===== config.mk =====
export PLATFORM = sky130hd
export DESIGN_NAME = bus_rr_arbiter
export DESIGN_NICKNAME = d
export VERILOG_FILES = /design/src/rtl/bus_rr_arbiter.sv
export SDC_FILE = /design/constraint.sdc
export NUM_CORES = 1
export LEC_CHECK = 0
export CORE_MARGIN = 3
export CORE_UTILIZATION = 25
export CTS_CLUSTER_DIAMETER = 120
export DETAILED_ROUTE_END_ITERATION = 12
export PLACE_DENSITY = 0.68
export SYNTH_ARGS = -nofsm -noshare
export SYNTH_HDL_FRONTEND = slang
export SYNTH_SLANG_ARGS = --single-unit
export TNS_END_PERCENT = 5

===== constraint.sdc =====
create_clock -name clk -period 4.2 [get_ports clk]
set_input_delay 0.63 -clock clk [delete_from_list [all_inputs] [get_ports clk]]
set_output_delay 0.63 -clock clk [all_outputs]
set_load 0.05 [all_outputs]

===== src/rtl/bus_rr_arbiter.sv =====
// Round-robin N:1 valid/ready arbiter with packet locking and a registered
// output slice; each output beat carries the index of its source requester.
module bus_rr_arbiter #(
   parameter int WIDTH = 32,
   parameter int N     = 4,
   parameter int IDW   = $clog2(N)
) (
   input  logic                 clk,
   input  logic                 rstn,
   input  logic [N-1:0]         valid_i,
   output logic [N-1:0]         ready_o,
   input  logic [N*WIDTH-1:0]   data_i,
   input  logic [N-1:0]         last_i,
   output logic                 valid_o,
   input  logic                 ready_i,
   output logic [WIDTH-1:0]     data_o,
   output logic                 last_o,
   output logic [IDW-1:0]       grant_id_o
);

   typedef enum logic {
      ST_IDLE,
      ST_LOCKED
   } state_e;

   state_e           state_q, state_d;
   logic [IDW-1:0]   ptr_q, ptr_d;
   logic [IDW-1:0]   owner_q, owner_d;
   logic             valid_q, valid_d;
   logic [WIDTH-1:0] data_q, data_d;
   logic             last_q, last_d;
   logic [IDW-1:0]   id_q, id_d;

   logic             slot_free;
   logic             found;
   logic             xfer;
   logic [IDW-1:0]   winner;
   logic [IDW-1:0]   sel;
   logic [IDW-1:0]   sel_next;
   int unsigned      idx;

   always_comb begin
      winner = '0;
      found  = 1'b0;
      idx    = 0;
      for (int unsigned i = 0; i < N; i++) begin
         idx = (32'(ptr_q) + i) % N;
         if (!found && valid_i[idx]) begin
            found  = 1'b1;
            winner = IDW'(idx);
         end
      end

      slot_free = ~valid_q | ready_i;
      sel       = (state_q == ST_LOCKED) ? owner_q : winner;
      sel_next  = (sel == IDW'(N - 1)) ? '0 : sel + 1'b1;

      // Gated by rstn so no requester sees an accept while the beat would be lost.
      ready_o = '0;
      if (rstn && slot_free && (state_q == ST_LOCKED || found)) begin
         ready_o[sel] = 1'b1;
      end
      xfer = valid_i[sel] & ready_o[sel];

      state_d = state_q;
      ptr_d   = ptr_q;
      owner_d = owner_q;
      if (xfer) begin
         if (last_i[sel]) begin
            state_d = ST_IDLE;
            ptr_d   = sel_next;
         end else begin
            state_d = ST_LOCKED;
            owner_d = sel;
         end
      end

      valid_d = valid_q;
      data_d  = data_q;
      last_d  = last_q;
      id_d    = id_q;
      if (slot_free) begin
         valid_d = xfer;
         if (xfer) begin
            data_d = data_i[int'(sel)*WIDTH +: WIDTH];
            last_d = last_i[sel];
            id_d   = sel;
         end
      end
   end

   always_ff @(posedge clk or negedge rstn) begin
      if (!rstn) begin
         state_q <= ST_IDLE;
         ptr_q   <= '0;
         owner_q <= '0;
         valid_q <= 1'b0;
         data_q  <= '0;
         last_q  <= 1'b0;
         id_q    <= '0;
      end else begin
         state_q <= state_d;
         ptr_q   <= ptr_d;
         owner_q <= owner_d;
         valid_q <= valid_d;
         data_q  <= data_d;
         last_q  <= last_d;
         id_q    <= id_d;
      end
   end

   assign valid_o    = valid_q;
   assign data_o     = data_q;
   assign last_o     = last_q;
   assign grant_id_o = id_q;

endmodule


After elaboration in Yosys (flattened, before gate mapping)
Cells that the tools add are included.
Word-level totals
  bits in latches: 0
  word-level logic and storage cells: 64
  flip-flop bits (word level): 41
  memories kept: 0
  ROM bits: 0
  RAM bits: 0
Operators by class
  magnitude comparators: 6
  div/mod/pow operators: 0
  reduce and logical (&&, ||, !) cells: 13
  bitwise logic cells: 4
  $mul: 0
  muxes and demuxes: 28
  equal/unequal tests: 1
  add/subtract/negate cells: 4
  shifts and indexed selects: 1
Operator list (number)
  $shiftx 128x8->32: 1
  $lt 2x3->1 const B: 5
  $bmux 1 s2: 7
  $mux 1: 13
  $mux 2: 6
  $logic_and 1x1->1: 6
  $reduce_and 2->1: 3
  $add 2x1->2 const B: 2
  $add 2x2->2 const B: 2
  $mux 4: 1
  $logic_not 1->1: 3
  $demux 1 s2: 1
  $eq 2x2->1 const B: 1
  $ge 2x1->1 const B: 1
  $not 1->1: 2
  $and 1x1->1: 1
  $logic_or 1x1->1: 1
  $or 1x1->1: 1

Longest topological paths before layout
  word-level depth: 22
  depth in mapped cells: 14
  mapped depth without buffers: 9

Least setup slack after synthesis
No wires, ideal clock.
  kind: input -> output
  from: input valid_i[3]
  to: output ready_o[0]
  stages: 8
  required time: 3570 ps
  data arrival time: 2625 ps
  path slack: 945 ps
  path through: and3b_1 o21ai_1 a41o_1 buf_2 buf_4 buf_4 or3_1 nor2_1
Between the ends
  word-level cells in the longest chain between the ends: 18
  elaborated cells on any way between the ends: 31
RTL lines
  start: declaration: RTL line 10  | input logic [N-1:0] valid_i,
  $bmux 1 s2: RTL line 48  | if (!found && valid_i[idx]) begin
  $mux 1 (not written as such): RTL line 48
  $mux 1: RTL line 48
  $logic_not 1->1: RTL line 48
  $logic_and 1x1->1: RTL line 48
  $mux 1: RTL line 48
  $logic_not 1->1: RTL line 48
  $logic_and 1x1->1: RTL line 48
  (+2 left out)
  $logic_and 1x1->1: RTL line 48
  $mux 2: RTL line 48
  $mux 2: RTL line 55  | sel = (state_q == ST_LOCKED) ? owner_q : winner;
  $lt 2x3->1 (not written as such) or $ge 2x1->1 (tied branches): RTL line 61  | ready_o[sel] = 1'b1;
  $logic_and 1x1->1 (not written as such): RTL line 61
  $mux 1 (not written as such): RTL line 61
  $demux 1 s2: RTL line 61
  $mux 4 *: RTL line 60  | if (rstn && slot_free && (state_q == ST_LOCKED || found)) begin
  end: declaration: RTL line 11  | output logic [N-1:0] ready_o,
Every way passes the cells marked *; elsewhere a longest branch is shown, timed or not. The select of a mux whose other input is x is not followed.

Worst setup path after layout
  from: input valid_i[3]
  to: register ptr_q[1]
Between the ends
  word-level cells in the longest chain between the ends: 22
  elaborated cells on any way between the ends: 42
RTL lines
  $bmux 1 s2: RTL line 48
  $mux 1 (not written as such): RTL line 48
  $mux 1: RTL line 48
  $logic_not 1->1: RTL line 48
  $logic_and 1x1->1: RTL line 48
  $mux 1: RTL line 48
  $logic_not 1->1: RTL line 48
  $logic_and 1x1->1: RTL line 48
  (+6 left out)
  $logic_and 1x1->1 (not written as such): RTL line 61
  $mux 1 (not written as such): RTL line 61
  $demux 1 s2: RTL line 61
  $mux 4: RTL line 60
  $bmux 1 s2: RTL line 63  | xfer = valid_i[sel] & ready_o[sel];
  $mux 1 (not written as such): RTL line 63
  $and 1x1->1: RTL line 63
  $reduce_and 2->1 (no line)
  end signal: assignment: RTL line 103  | ptr_q <= ptr_d;
  end: declaration: RTL line 27  | logic [IDW-1:0] ptr_q, ptr_d;
Parallel ways exist; a longest one is shown, timed or not. The select of a mux whose other input is x is not followed.
A chain may end at the register's enable or synchronous reset.

==> results.md <==
* Status: completed
* Inserted Clock Buffers at 5
* Placed cell areas at 0.00483 mm2
* Root Buffer: clkbuf_16
* Worst path arrival time at 3590 ps
* Max_cap viols at 0
* Post-Synth Adder-Cell Area at 0.00868
* HP Class: in -> async
* Synthesized area per cell at 8.87 um2
* Asr flop ratio synth at 1.00
* Fin Hold WS at 471 ps
* Final #Nets at 632
* Fin Clk Skew at 4.06 ps
* XOR/XNOR Fraction of Synth Area at 0
* R2r worst-path depth at 9
* Chip width at 113 um
* RSZ-0062 raised after global routing: false
* Max stage delay on crit path at 610 ps
* CP max FO at 69
* H-tree depth at 2
* Routed wire length at 8580 um
* Setup WS pre-CTS at 458 ps
* Synth area leader: dfrtp_1
* Final ANT Viol Nets at 0
* Effective utilization at floorplan at 0.261
* Worst-path clk slew at 60 ps
* Reg2reg end: ptr_q[1]
* Commonest cells post-synth: nand2_1, o21ai_0, dfrtp_1
* Global Route Usage Sum at 0.131
* Clock sinks at 41
* Most common cell on crit path: buf_4
* Syn Nets at 466
* Tmin final at 3440 ps
* Gate count of the mapped netlist at 325
* Crit-path cells: clkdlybuf4s50_1 > a211oi_1 > o41ai_4 > buf_4 > nand4_1 > nand4_4 > buf_4 > nand2b_4 > mux2_1
* Number of fill cells at 1090
* Post-synth EDFFs at 0
* Leak at 0.00199 uW
* Share of cells above drive strength 1 at 0.116
* Via-per-instance ratio at 4.53
* Antenna cells at 0
* I/O Buffers at 178
* CP Data Required Time at 4350 ps
* Syn Std Cell Area at 0.00288 mm2
* CTS tree: yes
* Ys flop type: dfrtp_1
* Final setup violation count at 0
* Compound-Gate Fraction of Synth Area at 0.150
* Initial antenna violation count at 0
* Vias in the first global route at 2858
* Wire per inst at 13.6 um
* Post-synth cell types at 40
* Rel. slew slack at 0.603
* Max Clk Rate at 0.291 GHz
* Fin. Hold Viols at 0
* Top post-synthesis cells by area: dfrtp_1, mux2_2, mux2i_1
* CP startpoint: valid_i[3]
* Multiplexer area fraction after synthesis at 0.275
* Post_cts resized at 0
* Congestion Overflow GR at 0
* Total power at 3440 uW
* Largest net degree at the start of global routing at 70
* Simple-Gate Fraction of Synth Area at 0.162
* # DRC at 0
* Slew @ Worst Pin at 596 ps
* Setup slack, reg-to-reg at 1040 ps
* Synthesis-stage register bit count at 41
* Power Dens Cells at 693 mW/mm2
* CP Capture Type: flop
* Worst-Skew Late Latency at 270 ps
* Hold buffer count at cts at 0
* Crit share post-route at 0.819
* Routability cong. at 0.805
* DR pass1 iterations at 4
* Post-route cell area at 0.00497 mm2
* Synth-to-Final Area Change at 72.4%
* Clock buffer depth at 2
* Die area at 0.0129 mm2
* Postcts setup bufs at 0
* Cell with the most instances after synthesis: nand2_1
* Core box area at 0.0110 mm2
* Worst vdd ir at 0.304 mV
* Setup ws final at 760 ps
* DRC violation total after the first TritonRoute iteration at 90
* Largest family of logic cells by synthesized area: multiplexers
* DP HPWL at 6930 um
* Worst R2R Start: ptr_q[1]
* Seq/Total Area, Yosys at 0.356
* First-pass GRT wire length at 13800 um
* Detailed-route via count at 2858
* Setup_tns at 0 ps
* Synth top area share at 0.356
* Max Transition Viols Final at 0
* IO Pins at 179
* Worst setup path class: in -> reg
* Crit path capture: ptr_q[1]
* Synthesis Warnings at 0
* Num rows at 38
* CP max stage cell: clkdlybuf4s50_1
* CP Launch Type: input pin
* Die H at 113 um
cell families after synthesis:
logic type	Yosys count
muxes	73
adders and majority gates	2
and+or+nand+nor	103
DFF	41
AOI/OAI and AO/OA	77
buffers and inverters	29
critical path: cells and delay by family:
kind | cells | cell delay [ps]
AO/OA/AOI/OAI | 2 | 570
AND/OR/NAND/NOR | 3 | 610
multiplexers | 1 | 320
buffers and inverters | 3 | 1440
cells in the final DEF (no fill, tap or decap), types with 2 or more instances in the layout:
master	instances
o21ai_1	4
nor2_1	8
ha_1	2
o21ai_0	63
nand4_1	2
inv_1	5
a21oi_1	2
nand3_1	3
nand2b_1	2
mux2i_1	34
mux2_1	3
mux2_2	34
and2_1	3
buf_4	4
clkdlybuf4s50_1	173
a211o_1	2
clkbuf_16	5
nand2_1	71
nor3_1	2
buf_12	5
nor2b_1	2
dfrtp_1	41
report_power, final:
part           total, uW  leakage [uW]  internal, uW  switching (uW)
clock network        368     0.0000700           233             135
logic               2360       0.00141           952            1400
registers            717      0.000504           592             125
worst min path at each step:
stage,from,endpoint,slack (ps),cells after the start
after detailed placement,data_o[22],data_o[22],470,2
after CTS,data_o[22],data_o[22],480,2
after global placement,data_o[9],data_o[9],460,2
after floorplan,rstn,data_o[0],330,0
final,rstn,data_o[30],470,2
after global routing,rstn,data_o[1],510,2
cell type report:
| cell class | count | area, um2 | share of cell area |
|---|---|---|---|
| repair buffers | 183 | 1870 | 0.376 |
| multi-input cells | 255 | 1740 | 0.350 |
| flip-flops and latches | 41 | 1030 | 0.206 |
| well taps | 140 | 175 | 0.0353 |
| clock buffers | 7 | 143 | 0.0287 |
| inverters | 5 | 18.8 | 0.00378 |
registers in the layout (all words and copies together) (netlist names):
signal and flops:
data_o 32, grant_id_o 2, last_o 1, owner_q 2, ptr_q 2, state_q 1
valid_o 1
metal layers:
| layer | wire length (um) | share of wire | vias up | GRT usage |
|---|---|---|---|---|
| met4 | 57 | 0.0066 | 0 | 0.0264 |
| met3 | 892 | 0.10 | 4 | 0.0531 |
| met2 | 4310 | 0.50 | 126 | 0.237 |
| met5 | 0 | 0 | - | 0 |
| met1 | 3320 | 0.39 | 1258 | 0.145 |
| li1 | - | - | 1470 | - |
metrics by stage:
stage          cells   util
2_1_floorplan    325      -
3_3_place_gp     624  0.438
3_5_place_dp     624  0.438
4_1_cts          631  0.450
5_1_grt          631  0.450
6_report         631  0.450
Note: power is estimated with default switching activity, not from simulation.
